==> src/rtl/parity_scan_pkg.sv <==
// Shared types and constants for the parity-scrub engine.
package parity_scan_pkg;

  // Scan controller states.
  typedef enum logic [1:0] {
    StIdle  = 2'd0,
    StScan  = 2'd1,
    StDrain = 2'd2,
    StDone  = 2'd3
  } scan_state_e;

  // Parity mode encoding as latched on an accepted start.
  localparam logic PAR_EVEN = 1'b0;
  localparam logic PAR_ODD  = 1'b1;

  // Width of a select field for n items; never narrower than one bit.
  function automatic int unsigned bank_width(input int unsigned n);
    return (n <= 1) ? 1 : $clog2(n);
  endfunction

endpackage

==> src/rtl/scan_addr_gen.sv <==
// Bank/address walker: address is the inner index, bank the outer one.
module scan_addr_gen
  import parity_scan_pkg::*;
#(
  parameter int unsigned ADDR_W    = 3,
  parameter int unsigned NUM_BANKS = 2,
  parameter int unsigned BANK_W    = bank_width(NUM_BANKS)
) (
  input  logic              clock,
  input  logic              reset,
  input  logic              load,
  input  logic              en,
  output logic [BANK_W-1:0] bank,
  output logic [ADDR_W-1:0] addr,
  output logic              last
);

  localparam logic [BANK_W-1:0] LastBank = BANK_W'(NUM_BANKS - 1);
  localparam logic [ADDR_W-1:0] LastAddr = '1;

  logic [BANK_W-1:0] bank_q, bank_d;
  logic [ADDR_W-1:0] addr_q, addr_d;
  logic              addr_wrap;
  logic              bank_wrap;

  assign addr_wrap = (addr_q == LastAddr);
  assign bank_wrap = (bank_q == LastBank);

  // Next location: load restarts at (0,0); an enabled step advances addr, carrying into bank.
  always_comb begin
    bank_d = bank_q;
    addr_d = addr_q;
    if (load) begin
      bank_d = '0;
      addr_d = '0;
    end else if (en) begin
      if (addr_wrap) begin
        addr_d = '0;
        bank_d = bank_wrap ? '0 : bank_q + 1'b1;
      end else begin
        addr_d = addr_q + 1'b1;
      end
    end
  end

  // Location registers.
  always_ff @(posedge clock) begin
    if (reset) begin
      bank_q <= '0;
      addr_q <= '0;
    end else begin
      bank_q <= bank_d;
      addr_q <= addr_d;
    end
  end

  assign bank = bank_q;
  assign addr = addr_q;
  assign last = addr_wrap && bank_wrap;

endmodule

==> src/rtl/parity_scan_engine.sv <==
// Parity-scrub engine: sweeps every word of every bank, streams a per-word verdict,
// counts failures (saturating) and remembers where the first failure was.
module parity_scan_engine
  import parity_scan_pkg::*;
#(
  parameter int unsigned  DATA_W    = 8,
  parameter int unsigned  ADDR_W    = 3,
  parameter int unsigned  NUM_BANKS = 2,
  localparam int unsigned BANK_W    = bank_width(NUM_BANKS),
  localparam int unsigned CNT_W     = ADDR_W + BANK_W + 1
) (
  input  logic              clock,
  input  logic              reset,
  input  logic              start,
  input  logic              mode_odd,
  input  logic              pause,
  output logic              rd_en,
  output logic [BANK_W-1:0] rd_bank,
  output logic [ADDR_W-1:0] rd_addr,
  input  logic [DATA_W-1:0] rd_data,
  input  logic              rd_parity,
  output logic              busy,
  output logic              done,
  output logic              res_valid,
  output logic              res_ok,
  output logic [BANK_W-1:0] res_bank,
  output logic [ADDR_W-1:0] res_addr,
  output logic [CNT_W-1:0]  err_count,
  output logic              first_err_valid,
  output logic [BANK_W-1:0] first_err_bank,
  output logic [ADDR_W-1:0] first_err_addr
);

  scan_state_e state_q, state_d;
  logic        mode_q, mode_d;

  // Address generator handshake.
  logic              gen_load;
  logic              gen_en;
  logic [BANK_W-1:0] gen_bank;
  logic [ADDR_W-1:0] gen_addr;
  logic              gen_last;

  logic issue;
  logic clear_errs;
  logic parity_ok;

  // Stage 1: location of the read whose data is on rd_data this cycle.
  logic              s1_valid_q, s1_valid_d;
  logic [BANK_W-1:0] s1_bank_q, s1_bank_d;
  logic [ADDR_W-1:0] s1_addr_q, s1_addr_d;

  // Stage 2: registered verdict.
  logic              res_valid_q, res_valid_d;
  logic              res_ok_q, res_ok_d;
  logic [BANK_W-1:0] res_bank_q, res_bank_d;
  logic [ADDR_W-1:0] res_addr_q, res_addr_d;

  // Error bookkeeping.
  logic [CNT_W-1:0]  err_count_q, err_count_d;
  logic              fev_q, fev_d;
  logic [BANK_W-1:0] feb_q, feb_d;
  logic [ADDR_W-1:0] fea_q, fea_d;

  scan_addr_gen #(
    .ADDR_W   (ADDR_W),
    .NUM_BANKS(NUM_BANKS),
    .BANK_W   (BANK_W)
  ) u_addr_gen (
    .clock(clock),
    .reset(reset),
    .load (gen_load),
    .en   (gen_en),
    .bank (gen_bank),
    .addr (gen_addr),
    .last (gen_last)
  );

  // Controller: start/load in idle, issue reads in scan, wait out the pipeline, pulse done.
  always_comb begin
    state_d    = state_q;
    mode_d     = mode_q;
    gen_load   = 1'b0;
    gen_en     = 1'b0;
    issue      = 1'b0;
    clear_errs = 1'b0;
    unique case (state_q)
      StIdle: begin
        if (start) begin
          state_d    = StScan;
          gen_load   = 1'b1;
          clear_errs = 1'b1;
          mode_d     = mode_odd ? PAR_ODD : PAR_EVEN;
        end
      end
      StScan: begin
        issue  = !pause;
        gen_en = issue;
        if (issue && gen_last) begin
          state_d = StDrain;
        end
      end
      StDrain: begin
        // Stage 1 empty means the final verdict is being registered this cycle.
        if (!s1_valid_q) begin
          state_d = StDone;
        end
      end
      StDone: begin
        state_d = StIdle;
      end
      default: begin
        state_d = StIdle;
      end
    endcase
  end

  assign parity_ok = (((^rd_data) ^ rd_parity) == mode_q);

  // Location pipeline and verdict formation.
  always_comb begin
    s1_valid_d  = issue;
    s1_bank_d   = s1_bank_q;
    s1_addr_d   = s1_addr_q;
    res_valid_d = s1_valid_q;
    res_ok_d    = s1_valid_q && parity_ok;
    res_bank_d  = res_bank_q;
    res_addr_d  = res_addr_q;
    if (issue) begin
      s1_bank_d = gen_bank;
      s1_addr_d = gen_addr;
    end
    if (s1_valid_q) begin
      res_bank_d = s1_bank_q;
      res_addr_d = s1_addr_q;
    end
  end

  // Error count and first-failure capture, timed to match the verdict.
  always_comb begin
    err_count_d = err_count_q;
    fev_d       = fev_q;
    feb_d       = feb_q;
    fea_d       = fea_q;
    if (clear_errs) begin
      err_count_d = '0;
      fev_d       = 1'b0;
      feb_d       = '0;
      fea_d       = '0;
    end else if (s1_valid_q && !parity_ok) begin
      if (err_count_q != '1) begin
        err_count_d = err_count_q + 1'b1;
      end
      if (!fev_q) begin
        fev_d = 1'b1;
        feb_d = s1_bank_q;
        fea_d = s1_addr_q;
      end
    end
  end

  // State, pipeline and bookkeeping registers; reset also drops in-flight reads.
  always_ff @(posedge clock) begin
    if (reset) begin
      state_q     <= StIdle;
      mode_q      <= PAR_EVEN;
      s1_valid_q  <= 1'b0;
      s1_bank_q   <= '0;
      s1_addr_q   <= '0;
      res_valid_q <= 1'b0;
      res_ok_q    <= 1'b0;
      res_bank_q  <= '0;
      res_addr_q  <= '0;
      err_count_q <= '0;
      fev_q       <= 1'b0;
      feb_q       <= '0;
      fea_q       <= '0;
    end else begin
      state_q     <= state_d;
      mode_q      <= mode_d;
      s1_valid_q  <= s1_valid_d;
      s1_bank_q   <= s1_bank_d;
      s1_addr_q   <= s1_addr_d;
      res_valid_q <= res_valid_d;
      res_ok_q    <= res_ok_d;
      res_bank_q  <= res_bank_d;
      res_addr_q  <= res_addr_d;
      err_count_q <= err_count_d;
      fev_q       <= fev_d;
      feb_q       <= feb_d;
      fea_q       <= fea_d;
    end
  end

  assign rd_en           = issue;
  assign rd_bank         = gen_bank;
  assign rd_addr         = gen_addr;
  assign busy            = (state_q != StIdle);
  assign done            = (state_q == StDone);
  assign res_valid       = res_valid_q;
  assign res_ok          = res_ok_q;
  assign res_bank        = res_bank_q;
  assign res_addr        = res_addr_q;
  assign err_count       = err_count_q;
  assign first_err_valid = fev_q;
  assign first_err_bank  = feb_q;
  assign first_err_addr  = fea_q;

endmodule

==> config.mk <==
export PLATFORM = sky130hd
export DESIGN_NAME = parity_scan_engine
export DESIGN_NICKNAME = d
export VERILOG_FILES = /design/src/rtl/parity_scan_pkg.sv /design/src/rtl/scan_addr_gen.sv /design/src/rtl/parity_scan_engine.sv
export SDC_FILE = /design/constraint.sdc
export NUM_CORES = 1
export LEC_CHECK = 0
export CAP_MARGIN = 20
export CORE_UTILIZATION = 44
export CTS_CLUSTER_DIAMETER = 50
export DETAILED_ROUTE_END_ITERATION = 7
export PLACE_DENSITY = 0.8
export SKIP_LAST_GASP = 1
export SLEW_MARGIN = 10
export SYNTH_ARGS = -nofsm -noshare
export SYNTH_HDL_FRONTEND = slang
export SYNTH_SLANG_ARGS = --single-unit
==> constraint.sdc <==
create_clock -name clock -period 3.2 [get_ports clock]
set_input_delay 0.96 -clock clock [delete_from_list [all_inputs] [get_ports clock]]
set_output_delay 0.96 -clock clock [all_outputs]
set_load 0.01 [all_outputs]
==> results of run 1 <==
[synth_stat cells, types with 2 or more instances]
master    number
clkbuf_1       4
xnor2_1        4
a21oi_1       18
mux2i_1        4
nor2b_1        3
dfxtp_1       28
inv_1          4
nand3_1        7
nor3_1         2
nand2_1       14
a31oi_1        2
a41o_1         2
nor2_1        13
nand2b_1       3
xor2_1         3
nand3b_1       2
and3_1         2
o21ai_0        8
ha_1           8
[registers in the layout, summed over array words and instances, names as in the netlist, 2 cells and up]
| signal | count |
|---|---|
| err_count | 5 |
| first_err_addr | 3 |
| res_addr | 3 |
| s1_addr_q | 3 |
| u_addr_gen.addr | 3 |
| state_q | 2 |
[area by class of cell]
cell class | instances | area [µm²]
Sequential cell | 28 | 561
Multi-Input combinational cell | 103 | 682
Timing Repair Buffer | 40 | 390
Clock buffer | 3 | 22.5
Tap cell | 31 | 38.8
Fill cell | 239 | 1040
Inverter | 5 | 18.8
[critical path, cell delays in order]
cell             delay [ns]
clkdlybuf4s50_1        0.42
nand2b_1               0.17
clkinv_1               0.07
clkdlybuf4s50_1        0.53
[layer usage]
| layer | vias up | share of wire |
|---|---|---|
| li1 | 561 | - |
| met1 | 511 | 0.42 |
| met2 | 32 | 0.52 |
| met3 | 6 | 0.044 |
| met4 | 0 | 0.012 |
| met5 | - | 0 |
[worst min-delay path by stage]
stage                            from           endpoint  slack, ns  cells after the start
finish              first_err_addr[0]  first_err_addr[0]       0.49                      2
global route             s1_addr_q[0]       s1_addr_q[0]       0.52                      2
CTS                 first_err_addr[0]  first_err_addr[0]       0.49                      2
detailed placement  first_err_addr[0]  first_err_addr[0]       0.47                      2
global placement    first_err_addr[0]  first_err_addr[0]       0.47                      2
floorplan                s1_addr_q[2]       s1_addr_q[2]       0.44                      2
[power groups by stage]
| stage | Combinational, mW | Clock, mW | Sequential [mW] |
|---|---|---|---|
| 3_5_place_dp | 0.333 | 0 | 0.402 |
| 6_report | 0.338 | 0.137 | 0.394 |
| 5_1_grt | 0.372 | 0.157 | 0.397 |
| 3_3_place_gp | 0.314 | 0 | 0.399 |
| 2_1_floorplan | 0.226 | 0 | 0.395 |
| 4_1_cts | 0.335 | 0.139 | 0.394 |
[cell families (layout without fill, tap and decap cells)]
kind of cell / count (synthesis) / count (layout) / share of synthesized area
flops: 28 / 28 / 0.437
buf+inv: 10 / 48 / 0.0322
xor+xnor: 10 / 10 / 0.100
simple gates: 48 / 48 / 0.175
fa+ha+maj: 8 / 8 / 0.0780
mux: 4 / 4 / 0.0312
compound gates: 33 / 33 / 0.146
==> results.yml, run 1 <==
job:
  maxCapViolCount: 0
power_and_ir_drop:
  power_frac_seq: 0.454
  powerDensity_nw_per_um2: 507
  p_leak_nw: 0.668
  p_sw_uw: 304
  swShare: 0.350
  vdd_ir_drop_max_v: 0.000355
  combPwrFrac: 0.389
  clockPowerShare: 0.157
  power_uw: 869
  internal_power_uw: 565
worst_setup_path:
  crit_required_ns: 2.24
  crit_path_end_kind: "output pin"
  crit_start: "pause"
  r2r_end: "err_count[2]"
  startpoint_type: "input pin"
  worst-r2r-setup-slack_ns: 1.46
  rr_worst_depth: 6
  worstReg2RegStart: "err_count[0]"
  crit_path_end: "rd_en"
  cp_max_fo: 2
  critPathArrivalTime_ns: 2.15
  crit_type: "in -> out"
floorplan:
  die_h_um: 56.0
  rows: 19
  start_util: 0.466
  io_pins: 37
  die_area_um2: 3140
  die_w_um: 56.0
  core_area_um2: 2760
logic_synthesis:
  ys.warnings.count: 0
  mappedNetlistNets: 163
  syn_inst: 141
  syn_area_um2: 1280
  ys_seq_elements: 28
  async_flop_share: 0
  syn_avg_cell_area_um2: 9.10
  seq_area_frac_synth: 0.437
  synth.largest_area_cell: "dfxtp_1"
  ys_types: 29
  synth_ff_type: "dfxtp_1"
  ys_top_cells_by_area: "dfxtp_1 44%, ha_1 7.8%, a21oi_1 7.0%"
  synth_edf_count: 0
  synth_top_area_share: 0.437
hold_path:
  hp-class: "reg -> reg"
placed_design:
  dp.cells: 207
  place_ws_ns: 0.0833
  globalplace.congestion: 0.765
  dpl_cell_area_um2: 1690
  dp_hpwl_um: 2150
  port_buffers: 36
sta:
  setup_viol: 0
  setup_slack_ns: 0.0924
  fmax_mhz: 322
  whs_ns: 0.490
  period_share: 0.971
  period_needed_ns: 3.11
  rsz0062_at_grt: "no"
  finClkSkew_ns: 0.00421
  tns_ns: 0
  hold_violations: 0
  slew_viol_final: 0
  tightest_slew_ns: 0.465
  slew_headroom: 0.690
layout:
  area_delta_synth_final_pct: 33.4
  mostFrequentLayoutCells: "36 x clkdlybuf4s50_1, 28 x dfxtp_1, 18 x a21oi_1, 14 x nand2_1, 13 x nor2_1"
  final_common_cell: "clkdlybuf4s50_1"
  drive_gt1_frac: 0.0615
  diodes: 0
  final_util: 0.621
  final_area_um2: 1710
  fin_cells: 210
  nets: 203
clock_network:
  clkTransAtPathRegs_ns: 0.13
  cts.path.max_buffers: 2
  ctsResizeCount: 0
  ctsHoldBuffers: 0
  postCtsSetupRepairBufs: 0
  cts_tree: "yes"
  cts-root-buf: "clkbuf_4"
  cts_buffers: 3
  h-tree-depth: 1
  cts_sinks: 28
  clock_latency_ns: 0.31
route:
  first_pass_iters: 4
  num_vias: 1110
  avgRoutedWirePerCell_um: 13.1
  wl_um: 2750
  drc_errors: 0
  drt_iter0_markers: 16
  routed_via_density: 5.29
  final_antenna_net_count: 0
global_routing:
  use_met3: 0.0302
  met1_usage: 0.201
  met2_usage: 0.340
  grt-busiest-layer: "met2"
  grt_pass1_vias: 1094
  grt_max_degree: 16
  grt-ovfl-total: 0
  grt_usage: 0.182
  grt_antenna_before_repair: 0
  grt_pass1_wl_um: 4600
status:
  outcome: "finished, final reports clean"
Note: power is estimated with default switching activity, not from simulation.
==> run 2, diff against run 1 <==
- CAP_MARGIN: 20 -> 15
==> results of run 2 <==
The final DEF is identical to that of run 1; final timing and power are the same.
==> run 3, diff against run 2 <==
- GPL_ROUTABILITY_DRIVEN: unset -> 0
- clock period: 3.2 -> 3.3 ns (I/O delays scaled with it)
==> run 3 against run 2 <==
  * Non-clock buffer count unchanged
  * Setup slack improved by 0.016 ns
  * Wire length shrank 2.5%
  * Highest routed layer unchanged
  * Final cell count unchanged
  * Combinational power fell by 5%
  * Hold slack lost 0.0017 ns
  * Register-to-register slack improved by 0.06 ns
  * Via count down 0.27%
  * Die area is the same
==> results.yml, run 3 (same netlist as run 1, synthesis figures left out) <==
floorplan:
  start_util: 0.466
  die_w_um: 56.0
  rows: 19
  die_area_um2: 3140
  core_area_um2: 2760
  die_h_um: 56.0
  io_pins: 37
power_and_ir_drop:
  vdd_ir_drop_max_v: 0.000348
  powerDensity_nw_per_um2: 487
  power_uw: 835
  p_leak_nw: 0.668
status:
  outcome: "finished, final reports clean"
global_routing:
  grt_usage: 0.176
  grt_max_degree: 16
  grt_pass1_vias: 1062
  grt_pass1_wl_um: 4500
  grt_antenna_before_repair: 0
  grt-ovfl-total: 0
route:
  first_pass_iters: 5
  final_antenna_net_count: 0
  wl_um: 2680
  drt_iter0_markers: 12
  avgRoutedWirePerCell_um: 12.8
  num_vias: 1107
  drc_errors: 0
  routed_via_density: 5.27
layout:
  diodes: 0
  mostFrequentLayoutCells: "36 x clkdlybuf4s50_1, 28 x dfxtp_1, 18 x a21oi_1, 14 x nand2_1, 13 x nor2_1"
  drive_gt1_frac: 0.0615
  final_common_cell: "clkdlybuf4s50_1"
  final_area_um2: 1710
  fillers: 254
  largest_register_ffs: 5
  nets: 203
  area_delta_synth_final_pct: 33.4
  seqCellArea_um2: 561
  multi_input_area_um2: 682
clock_network:
  cts-root-buf: "clkbuf_4"
  cts.path.max_buffers: 2
  cts_sinks: 28
  h-tree-depth: 1
  clkTransAtPathRegs_ns: 0.13
  clock_latency_ns: 0.31
  postCtsSetupRepairBufs: 0
  cts_buffers: 3
  ctsHoldBuffers: 0
  ctsResizeCount: 0
  cts_tree: "yes"
sta:
  setup_slack_ns: 0.108
  period_needed_ns: 3.19
  fmax_mhz: 313
  slew_viol_final: 0
  rsz0062_at_grt: "no"
  whs_ns: 0.489
  hold_violations: 0
  period_share: 0.967
  slew_headroom: 0.668
  setup_viol: 0
  finClkSkew_ns: 0.00714
  tns_ns: 0
  tightest_slew_ns: 0.499
worst_setup_path:
  crit_type: "in -> out"
  rr_worst_depth: 6
  crit_required_ns: 2.31
  cp_max_fo: 2
  startpoint_type: "input pin"
  critPathArrivalTime_ns: 2.20
  r2r_end: "err_count[3]"
  worstReg2RegStart: "err_count[0]"
  crit_path_end_kind: "output pin"
  worst-r2r-setup-slack_ns: 1.52
hold_path:
  min_delay_path_depth: 2
  holdPathEnd: "first_err_addr[0]"
  hp-class: "reg -> reg"
  min-delay-start: "first_err_addr[0]"
placed_design:
  port_buffers: 36
  dpl_cell_area_um2: 1690
  place_ws_ns: 0.107
  dp_hpwl_um: 2110
job:
  maxCapViolCount: 0
-- run 3: layout make-up --
| type | count | share of cell area |
|---|---|---|
| Clock buffer | 3 | 0.0131 |
| Multi-Input combinational cell | 103 | 0.398 |
| Tap cell | 31 | 0.0226 |
| Inverter | 5 | 0.0110 |
| Timing Repair Buffer | 40 | 0.228 |
| Sequential cell | 28 | 0.327 |
-- run 3: how the worst max path moves through the flow --
stage | start | end | slack, ns | cells past startpoint
2_1_floorplan | pause | rd_en | 0.71 | 3
3_3_place_gp | pause | rd_en | 0.17 | 4
3_5_place_dp | pause | rd_en | 0.11 | 4
4_1_cts | pause | rd_en | 0.1 | 4
5_1_grt | pause | rd_en | 0.07 | 4
6_report | pause | rd_en | 0.11 | 4
-- run 3: per-stage QoR --
step | util | std cells
5_1_grt | 0.621 | 210
4_1_cts | 0.621 | 210
3_5_place_dp | 0.613 | 207
3_3_place_gp | 0.613 | 207
2_1_floorplan | - | 141
6_report | 0.621 | 210
-- run 3: worst max-delay path, cell delays in order --
cell,delay (ns)
clkdlybuf4s50_1,0.43
nand2b_1,0.18
clkinv_1,0.07
clkdlybuf4s50_1,0.53
-- run 3: layer usage --
layer,vias up,global-route usage,routed length (µm)
met3,2,0.0302,96
li1,562,-,-
met4,0,0.0592,10
met5,-,0,0
met1,525,0.208,1200
met2,18,0.320,1380
-- run 3: power breakdown --
group          internal, mW  leakage (nW)  switching [mW]
registers             0.359         0.226          0.0229
clock network        0.0426        0.0138          0.0887
logic                 0.145         0.428           0.177
